===== config.mk =====
export PLATFORM = sky130hd
export DESIGN_NAME = coproc_sequencer_flat
export DESIGN_NICKNAME = d
export VERILOG_FILES = /design/src/rtl/coproc_sequencer_if.sv /design/src/rtl/coproc_sequencer.sv /design/src/flat_wrapper.sv
export SDC_FILE = /design/constraint.sdc
export NUM_CORES = 1
export LEC_CHECK = 0
export CAP_MARGIN = 20
export CORE_MARGIN = 1
export CORE_UTILIZATION = 50
export CTS_CLUSTER_DIAMETER = 150
export DETAILED_ROUTE_END_ITERATION = 7
export PLACE_DENSITY = 0.67
export SKIP_LAST_GASP = 1
export SLEW_MARGIN = 20
export SYNTH_ARGS = -nofsm -noshare
export SYNTH_HDL_FRONTEND = slang
export SYNTH_SLANG_ARGS = --single-unit

===== constraint.sdc =====
create_clock -name clk -period 3.6 [get_ports clk]
set_clock_uncertainty 0.15 [all_clocks]
set_input_delay 0.72 -clock clk [delete_from_list [all_inputs] [get_ports clk]]
set_output_delay 0.72 -clock clk [all_outputs]
set_load 0.01 [all_outputs]

===== src/rtl/coproc_sequencer_if.sv =====
// coproc_sequencer_if: instruction issue handshake between the sequencer and
// the matrix coprocessor.
// Ports: cp_instr / cp_start (sequencer -> coprocessor),
//        cp_done / cp_overflow (coprocessor -> sequencer).
interface coproc_sequencer_if #(
   parameter int IW = 22
);
   logic [IW-1:0] cp_instr;
   logic          cp_start;
   logic          cp_done;
   logic          cp_overflow;

   modport master (
      output cp_instr,
      output cp_start,
      input  cp_done,
      input  cp_overflow
   );

   modport slave (
      input  cp_instr,
      input  cp_start,
      output cp_done,
      output cp_overflow
   );
endinterface


===== src/rtl/coproc_sequencer.sv =====
// coproc_sequencer: stores a short coprocessor program and issues it one
// instruction at a time, free-running (start) or single-step (step).
// Latency: start -> cp_start two cycles later; cp_done -> next cp_start two cycles later.
// Backpressure: one instruction outstanding at a time; the next is not issued until cp_done.
// Ports: clk, rst_n (async, active-low); wr_en/wr_data/clr program loading (IDLE only);
//        start/step/abort control; cp (master) coprocessor handshake;
//        pc, count, full, busy, done, err_ovf status.
// Option: SEQ_OVF_HALT_EN - halt in FIN with err_ovf when cp_done reports overflow.
module coproc_sequencer #(
   parameter int DEPTH = 32,
   parameter int AW    = 5,
   parameter int IW    = 22
) (
   input  logic              clk,
   input  logic              rst_n,
   input  logic              wr_en,
   input  logic [IW-1:0]     wr_data,
   input  logic              clr,
   input  logic              start,
   input  logic              step,
   input  logic              abort,
   coproc_sequencer_if.master cp,
   output logic [AW-1:0]     pc,
   output logic [AW:0]       count,
   output logic              full,
   output logic              busy,
   output logic              done,
   output logic              err_ovf
);

   typedef enum logic [2:0] {IDLE, FETCH, ISSUE, WAIT, PAUSE, FIN} state_t;

   state_t        state;
   logic          run;
   logic          err_q;
   logic [IW-1:0] mem [DEPTH];
   logic          wr_ok;
   logic          last;
   logic          ovf_hit;

`ifdef SEQ_OVF_HALT_EN
   assign ovf_hit = cp.cp_overflow;
`else
   // Overflow never halts the program, so err_q stays at its reset value.
   logic unused_ovf;
   assign unused_ovf = cp.cp_overflow;
   assign ovf_hit    = 1'b0;
`endif

   assign full    = (count == (AW+1)'(DEPTH));
   assign err_ovf = err_q;
   // clr beats a simultaneous write; abort beats everything.
   assign wr_ok   = (state == IDLE) && wr_en && !clr && !full && !abort;
   // Checked before the increment, so pc never wraps.
   assign last    = ({1'b0, pc} == count - 1'b1);

   // Program store: no reset, written at the current fill level.
   always_ff @(posedge clk) begin
      if (wr_ok)
         mem[count[AW-1:0]] <= wr_data;
   end

   always_ff @(posedge clk or negedge rst_n) begin
      state_t nxt;
      if (!rst_n) begin
         state       <= IDLE;
         run         <= 1'b0;
         err_q       <= 1'b0;
         pc          <= '0;
         count       <= '0;
         cp.cp_instr <= '0;
         cp.cp_start <= 1'b0;
         busy        <= 1'b0;
         done        <= 1'b0;
      end else begin
         nxt         = state;
         cp.cp_start <= 1'b0;
         if (abort) begin
            nxt   = IDLE;
            pc    <= '0;
            err_q <= 1'b0;
         end else begin
            case (state)
               IDLE, FIN: begin
                  if (state == IDLE && clr)
                     count <= '0;
                  else if (wr_ok)
                     count <= count + 1'b1;
                  if ((start || step) && count != '0) begin
                     nxt   = FETCH;
                     pc    <= '0;
                     run   <= start;
                     err_q <= 1'b0;
                  end
               end
               PAUSE: begin
                  if (start || step) begin
                     nxt   = FETCH;
                     err_q <= 1'b0;
                     if (start)
                        run <= 1'b1;
                  end
               end
               FETCH: begin
                  // The memory read lands straight in the output register.
                  cp.cp_instr <= mem[pc];
                  cp.cp_start <= 1'b1;
                  nxt         = ISSUE;
               end
               ISSUE: nxt = WAIT;
               WAIT: begin
                  if (cp.cp_done) begin
                     if (ovf_hit) begin
                        nxt   = FIN;
                        err_q <= 1'b1;
                     end else if (last) begin
                        nxt = FIN;
                     end else begin
                        pc  <= pc + 1'b1;
                        nxt = run ? FETCH : PAUSE;
                     end
                  end
               end
               default: nxt = IDLE;
            endcase
         end
         state <= nxt;
         busy  <= (nxt == FETCH) || (nxt == ISSUE) || (nxt == WAIT);
         done  <= (nxt == FIN);
      end
   end

endmodule

===== src/flat_wrapper.sv =====
// flat-port wrapper written by rule: the top's interface ports become plain ports
module coproc_sequencer_flat 
#(
   parameter int DEPTH = 32,
   parameter int AW    = 5,
   parameter int IW    = 22
)
  (clk, rst_n, wr_en, wr_data, clr, start, step, abort, pc, count, full, busy, done, err_ovf, cp_cp_instr, cp_cp_start, cp_cp_done, cp_cp_overflow);
  coproc_sequencer_if #(.IW(IW)) cp_i ();
  input  logic clk;
  input  logic rst_n;
  input  logic wr_en;
  input  logic [IW-1:0] wr_data;
  input  logic clr;
  input  logic start;
  input  logic step;
  input  logic abort;
  output logic [AW-1:0] pc;
  output logic [AW:0] count;
  output logic full;
  output logic busy;
  output logic done;
  output logic err_ovf;
  output wire logic [$bits(cp_i.cp_instr)-1:0] cp_cp_instr;
  output wire logic [$bits(cp_i.cp_start)-1:0] cp_cp_start;
  input wire logic [$bits(cp_i.cp_done)-1:0] cp_cp_done;
  input wire logic [$bits(cp_i.cp_overflow)-1:0] cp_cp_overflow;
  assign cp_cp_instr = cp_i.cp_instr;
  assign cp_cp_start = cp_i.cp_start;
  assign cp_i.cp_done = cp_cp_done;
  assign cp_i.cp_overflow = cp_cp_overflow;
  coproc_sequencer #(.DEPTH(DEPTH), .AW(AW), .IW(IW)) u_core (.clk(clk), .rst_n(rst_n), .wr_en(wr_en), .wr_data(wr_data), .clr(clr), .start(start), .step(step), .abort(abort), .cp(cp_i), .pc(pc), .count(count), .full(full), .busy(busy), .done(done), .err_ovf(err_ovf));
endmodule

Word-level counts from Yosys, hierarchy flattened:

Memories as Yosys holds them, arrays and structs flattened. A register that Yosys moved wholly into a read port is not among the register bits.
Cells that the tools add are included.

* bits of input ports: 31
* logic and storage cells: 82
* ROM bits: 0
* RAM bits: 704
* memories kept: 1
* bits in latches: 0
* flip-flop bits (word level): 19
* output and inout bits: 38

Memories
* u_core.mem: words 32, width 22, rd ports 1, clocked after memory_dff 1, write ports 1, line coproc_sequencer.sv:36 `logic [IW-1:0] mem [DEPTH];`

* bitwise gates (word level): 1
* equal/unequal tests: 18
* multiply operators: 0
* muxes and demuxes: 26
* add/sub/neg operators: 3
* divide/modulo/power cells: 0
* shift-type cells: 0
* magnitude comparators: 0
* reduce and logical (&&, ||, !) cells: 25

Operators with widths (count)
* 5-bit two-way mux: 4
* 3-bit two-way mux: 6
* 3-bit one-hot mux with 5 select lines: 1
* 3-bit by 2-bit equality test with 1-bit output, second input constant: 4
* 6-bit two-way mux: 2
* 1-bit two-way mux: 10
* 5-bit one-hot mux with 2 select lines: 1
* 3-bit equality test, second input constant: 3
* 6-bit by 1-bit adder with 6-bit output, second input constant: 1
* 3-bit by 1-bit equality test with 1-bit output, second input constant: 2
* 5-bit by 6-bit equality test with 1-bit output: 1
* 6-bit equality test, second input constant: 1
* 1-bit logical AND: 6
* 3-bit by 2-bit != test with 1-bit output, second input constant: 2
* 3-bit != test, second input constant: 2
* 3-bit AND reduction: 2
* 3-bit nonzero test: 2
* 6-bit nonzero test: 1
* 6-bit by 1-bit subtractor with 6-bit output, second input constant: 1
* 5-bit by 1-bit adder with 5-bit output, second input constant: 1
* 5-bit AND reduction: 1
* 1-bit logical NOT: 4
* 2-bit by 1-bit != test with 1-bit output, second input constant: 2
* 1-bit one-hot mux with 2 select lines: 2
* 8 further kinds: 11

Longest topological paths before layout:

* word-level depth: 9
* mapped depth: 9
* depth with buffers taken out: 8

Worst setup path after synthesis:

OpenSTA, ideal clock, no wires.

* kind: input -> register
* from: input port abort
* to: memory u_core.mem[13][0], enable pin
* arrival time: 2548 ps
* buffers on the path: 0
* setup time: 401 ps
* stages on the path: 4
* required time: 3049 ps
* setup slack: 501 ps
* cell sequence: nor4_1 > o2111a_1 > nand2_1 > nor2_1

* longest elaborated chain between the ends: 4

Ends and longest elaborated chain
* start, declared: line flat_wrapper.sv:17 `input logic abort;`
* 1-bit logical NOT: line coproc_sequencer.sv:53 `assign wr_ok = (state == IDLE) && wr_en && !clr && !full && !abort;`
* 1-bit logical AND: line coproc_sequencer.sv:53
* 1-bit two-way mux: line coproc_sequencer.sv:59 `if (wr_ok)`
* 1-bit two-way mux (implied by the code): line coproc_sequencer.sv:60 `mem[count[AW-1:0]] <= wr_data;`
* end, declared: line coproc_sequencer.sv:36

No other way between the ends.

Worst setup path in the final report:

* from: register u_core.count[2]
* to: output port full

* longest elaborated chain between the ends: 1

Ends and longest elaborated chain
* start, declared: line coproc_sequencer.sv:24 `output logic [AW:0] count,`
* start signal, assigned: line coproc_sequencer.sv:88 `count <= count + 1'b1;`
* 6-bit equality test: line coproc_sequencer.sv:50 `assign full = (count == (AW+1)'(DEPTH));`
* end, declared: line flat_wrapper.sv:20 `output logic full;`

No other way between the ends.

==> flow_metrics.tcl <==
set metrics [dict create \
    synth_top_cells_by_area "edfxtp_1 73%, mux4_2 17%, dfrtp_1 3.5%, nor2_1 0.87%, mux2i_1 0.76%" \
    hold_path_class "primary input to async pin" \
    cts_resized 0 \
    seq_area_frac_synth 0.769 \
    global_route.usage.total 0.221 \
    drt_pre_antenna_iters 5 \
    yosys_warnings 0 \
    worst-slew-pin-transition_ps 1060 \
    rr_startpoint "u_core.pc[0]" \
    postSynth.asyncResetShare 0.0538 \
    fin_nets 1467 \
    critical_path.max_fanout 6 \
    mostFrequentLayoutCell "edfxtp_1" \
    ys.flop_type "edfxtp_1" \
    cp-end-kind "primary output" \
    total_length_of_routed_wires_um 63100 \
    clk-insertion-delay-late_ps 610 \
    number_of_synthesized_flops_with_an_enable_pin 704 \
    drive_above_1_share 0.310 \
    layout_worst_path_cycle_share 0.883 \
    grt_antenna_before_repair 1 \
    worstReg2RegEnd "u_core.cp.cp_instr[10]" \
    timing.critical_path.required_ps 2730 \
    rsz0062_at_grt "false" \
    die_h_um 242 \
    critPathKind "flip-flop to primary output" \
    clk_pin_slew_worst_paths_ps 60 \
    yosys.area.top_type_share 0.734 \
    fp.dieArea_um2 58600 \
    worstPathArrival_ps 2310 \
    setup-tns-final_ps 0 \
    worstRegToRegCells 6 \
    clock_tree_from_tritoncts "built" \
    final_max_slew_viol_count 0 \
    final_cell_mix "704 x edfxtp_1, 219 x mux4_2, 77 x clkbuf_16" \
    avgViaCountPerCell 6.04 \
    drcViolationCount 0 \
    syn_to_final_growth_pct 16.8 \
    synth_top_area_cell "edfxtp_1" \
    total_nets_after_synthesis 1299 \
    hold_viol 36 \
    max_freq_mhz 315 \
    finalHoldWorstSlack_ps -28.4 \
    floorplan.initialDensity 0.509 \
    die-width_um 242 \
    cts_made_buffers 75 \
    max_slew_margin 0.291 \
    placement.io_buffers 66 \
    powerDensity_nw_per_um2 571 \
    max-vdd-ir-drop_mv 0.401 \
    grt_pass1_wl_um 93000 \
    core_region_area_um2 56600 \
    routed_wire_length_per_instance_um 28.1 \
    fin_crit_ps 3180 \
    cts_max_level 3 \
    run_status "finished, violations left" \
    setup-violations-final 0 \
    synth_area_um2 28800 \
    first_global_vias 13900 \
    rows 87 \
    synth_cell_type_count 52 \
    total_leakage_power_nw 10.6 \
    cts.root.buffer_cell "clkbuf_16" \
    postSynthCellCount 1262 \
    setup.reg_to_reg.worst_slack_ps 640 \
    detailed_place_hpwl_um 37200 \
    grt_overflow 0 \
    maxCapViolations 0 \
    gp_routability_congestion 0.803 \
    hold_buffers 0 \
    grt_start_max_net_pins 51 \
    max-clock-path-buffers 3 \
    cts_setup_buffers 0 \
    synth.avg_cell_area_um2 22.8 \
    clkSinkCount 744 \
    startpoint_type "flip-flop" \
    detail_route.iter0.violations 1408 \
    ios 69 \
    dr_total_vias 13500 \
    failed_checks "hold timing" \
    ant_nets 0 \
    yosys_register_bits 744 \
]
## logic make-up after synthesis
kind of cell | count (synthesis) | synth area share
AO/OA/AOI/OAI | 57 | 0.0123
XOR/XNOR | 10 | 0.00304
adder cells (fa/ha/maj) | 6 | 0.00261
buffers and inverters | 83 | 0.0149
flip-flops | 744 | 0.769
multiplexers | 241 | 0.179
other | 1 | 0.000130
AND/OR/NAND/NOR | 120 | 0.0195
## synth_stat cells, types with 4 or more instances
cell	instances
xor2_1	7
dfrtp_1	40
buf_6	12
nand3b_1	4
mux2i_1	22
nand3_1	6
nor2_1	67
nand2_1	14
buf_2	17
a21oi_1	29
clkbuf_1	32
mux4_2	219
edfxtp_1	704
inv_1	12
ha_1	6
buf_1	5
and3_1	7
o21ai_1	4
## metal layers
| layer | up-vias | track usage | routed length, um | share of wire |
|---|---|---|---|---|
| met5 | - | 0 | 0 | 0 |
| met1 | 7326 | 0.322 | 27100 | 0.43 |
| met3 | 78 | 0.0419 | 4210 | 0.067 |
| met4 | 0 | 0.0668 | 1350 | 0.021 |
| met2 | 476 | 0.342 | 30400 | 0.48 |
| li1 | 5664 | - | - | - |
## cell type report
| class | count | area, um2 |
|---|---|---|
| Fill cell | 4035 | 23000 |
| Inverter | 15 | 57.6 |
| Clock buffer | 97 | 2010 |
| Timing Repair Buffer | 159 | 1630 |
| Tap cell | 756 | 946 |
| Antenna cell | 1 | 2.50 |
| Multi-Input combinational cell | 435 | 6460 |
| Sequential cell | 744 | 22200 |
| Clock inverter | 35 | 389 |
## critical path, stage by stage, from the launching register on
cell and delay (ps):
dfrtp_1 370, or3_1 580, nor2_1 190, clkdlybuf4s50_1 550
## stage by stage
step / power, mW / utilization / setup WS, ps / cell area [um2] / cells
floorplan: 11.0 / - / 501 / 28800 / 1262
global placement: 11.7 / 0.552 / 257 / 31300 / 2109
detailed placement: 11.8 / 0.552 / 314 / 31300 / 2109
CTS: 19.4 / 0.595 / 375 / 33700 / 2241
global route: 19.8 / 0.595 / 347 / 33700 / 2242
finish: 19.2 / 0.595 / 422 / 33700 / 2242
## sequential cells by signal (all words and copies together), names as in the netlist
name / cells
u_core.cp.cp_start: 1
u_core.pc: 5
u_core.done: 1
u_core.busy: 1
u_core.cp.cp_instr: 22
u_core.state: 3
u_core.count: 6
u_core.run: 1
u_core.mem: 704
## where the power goes
group	internal (mW)	switching (mW)
sequential	9.70	0.173
clock	4.46	3.15
combinational	0.791	0.942
total	14.9	4.26
## worst max-delay path by stage
stage	start	end	slack (ps)
6_report	u_core.count[2]	full	420
2_1_floorplan	abort	u_core.mem[13][0]	500
5_1_grt	u_core.count[0]	full	350
3_5_place_dp	abort	u_core.mem[5][7]	310
4_1_cts	u_core.pc[0]	pc[0]	380
3_3_place_gp	abort	u_core.mem[5][7]	260
Power figures use the tool's default switching activity.
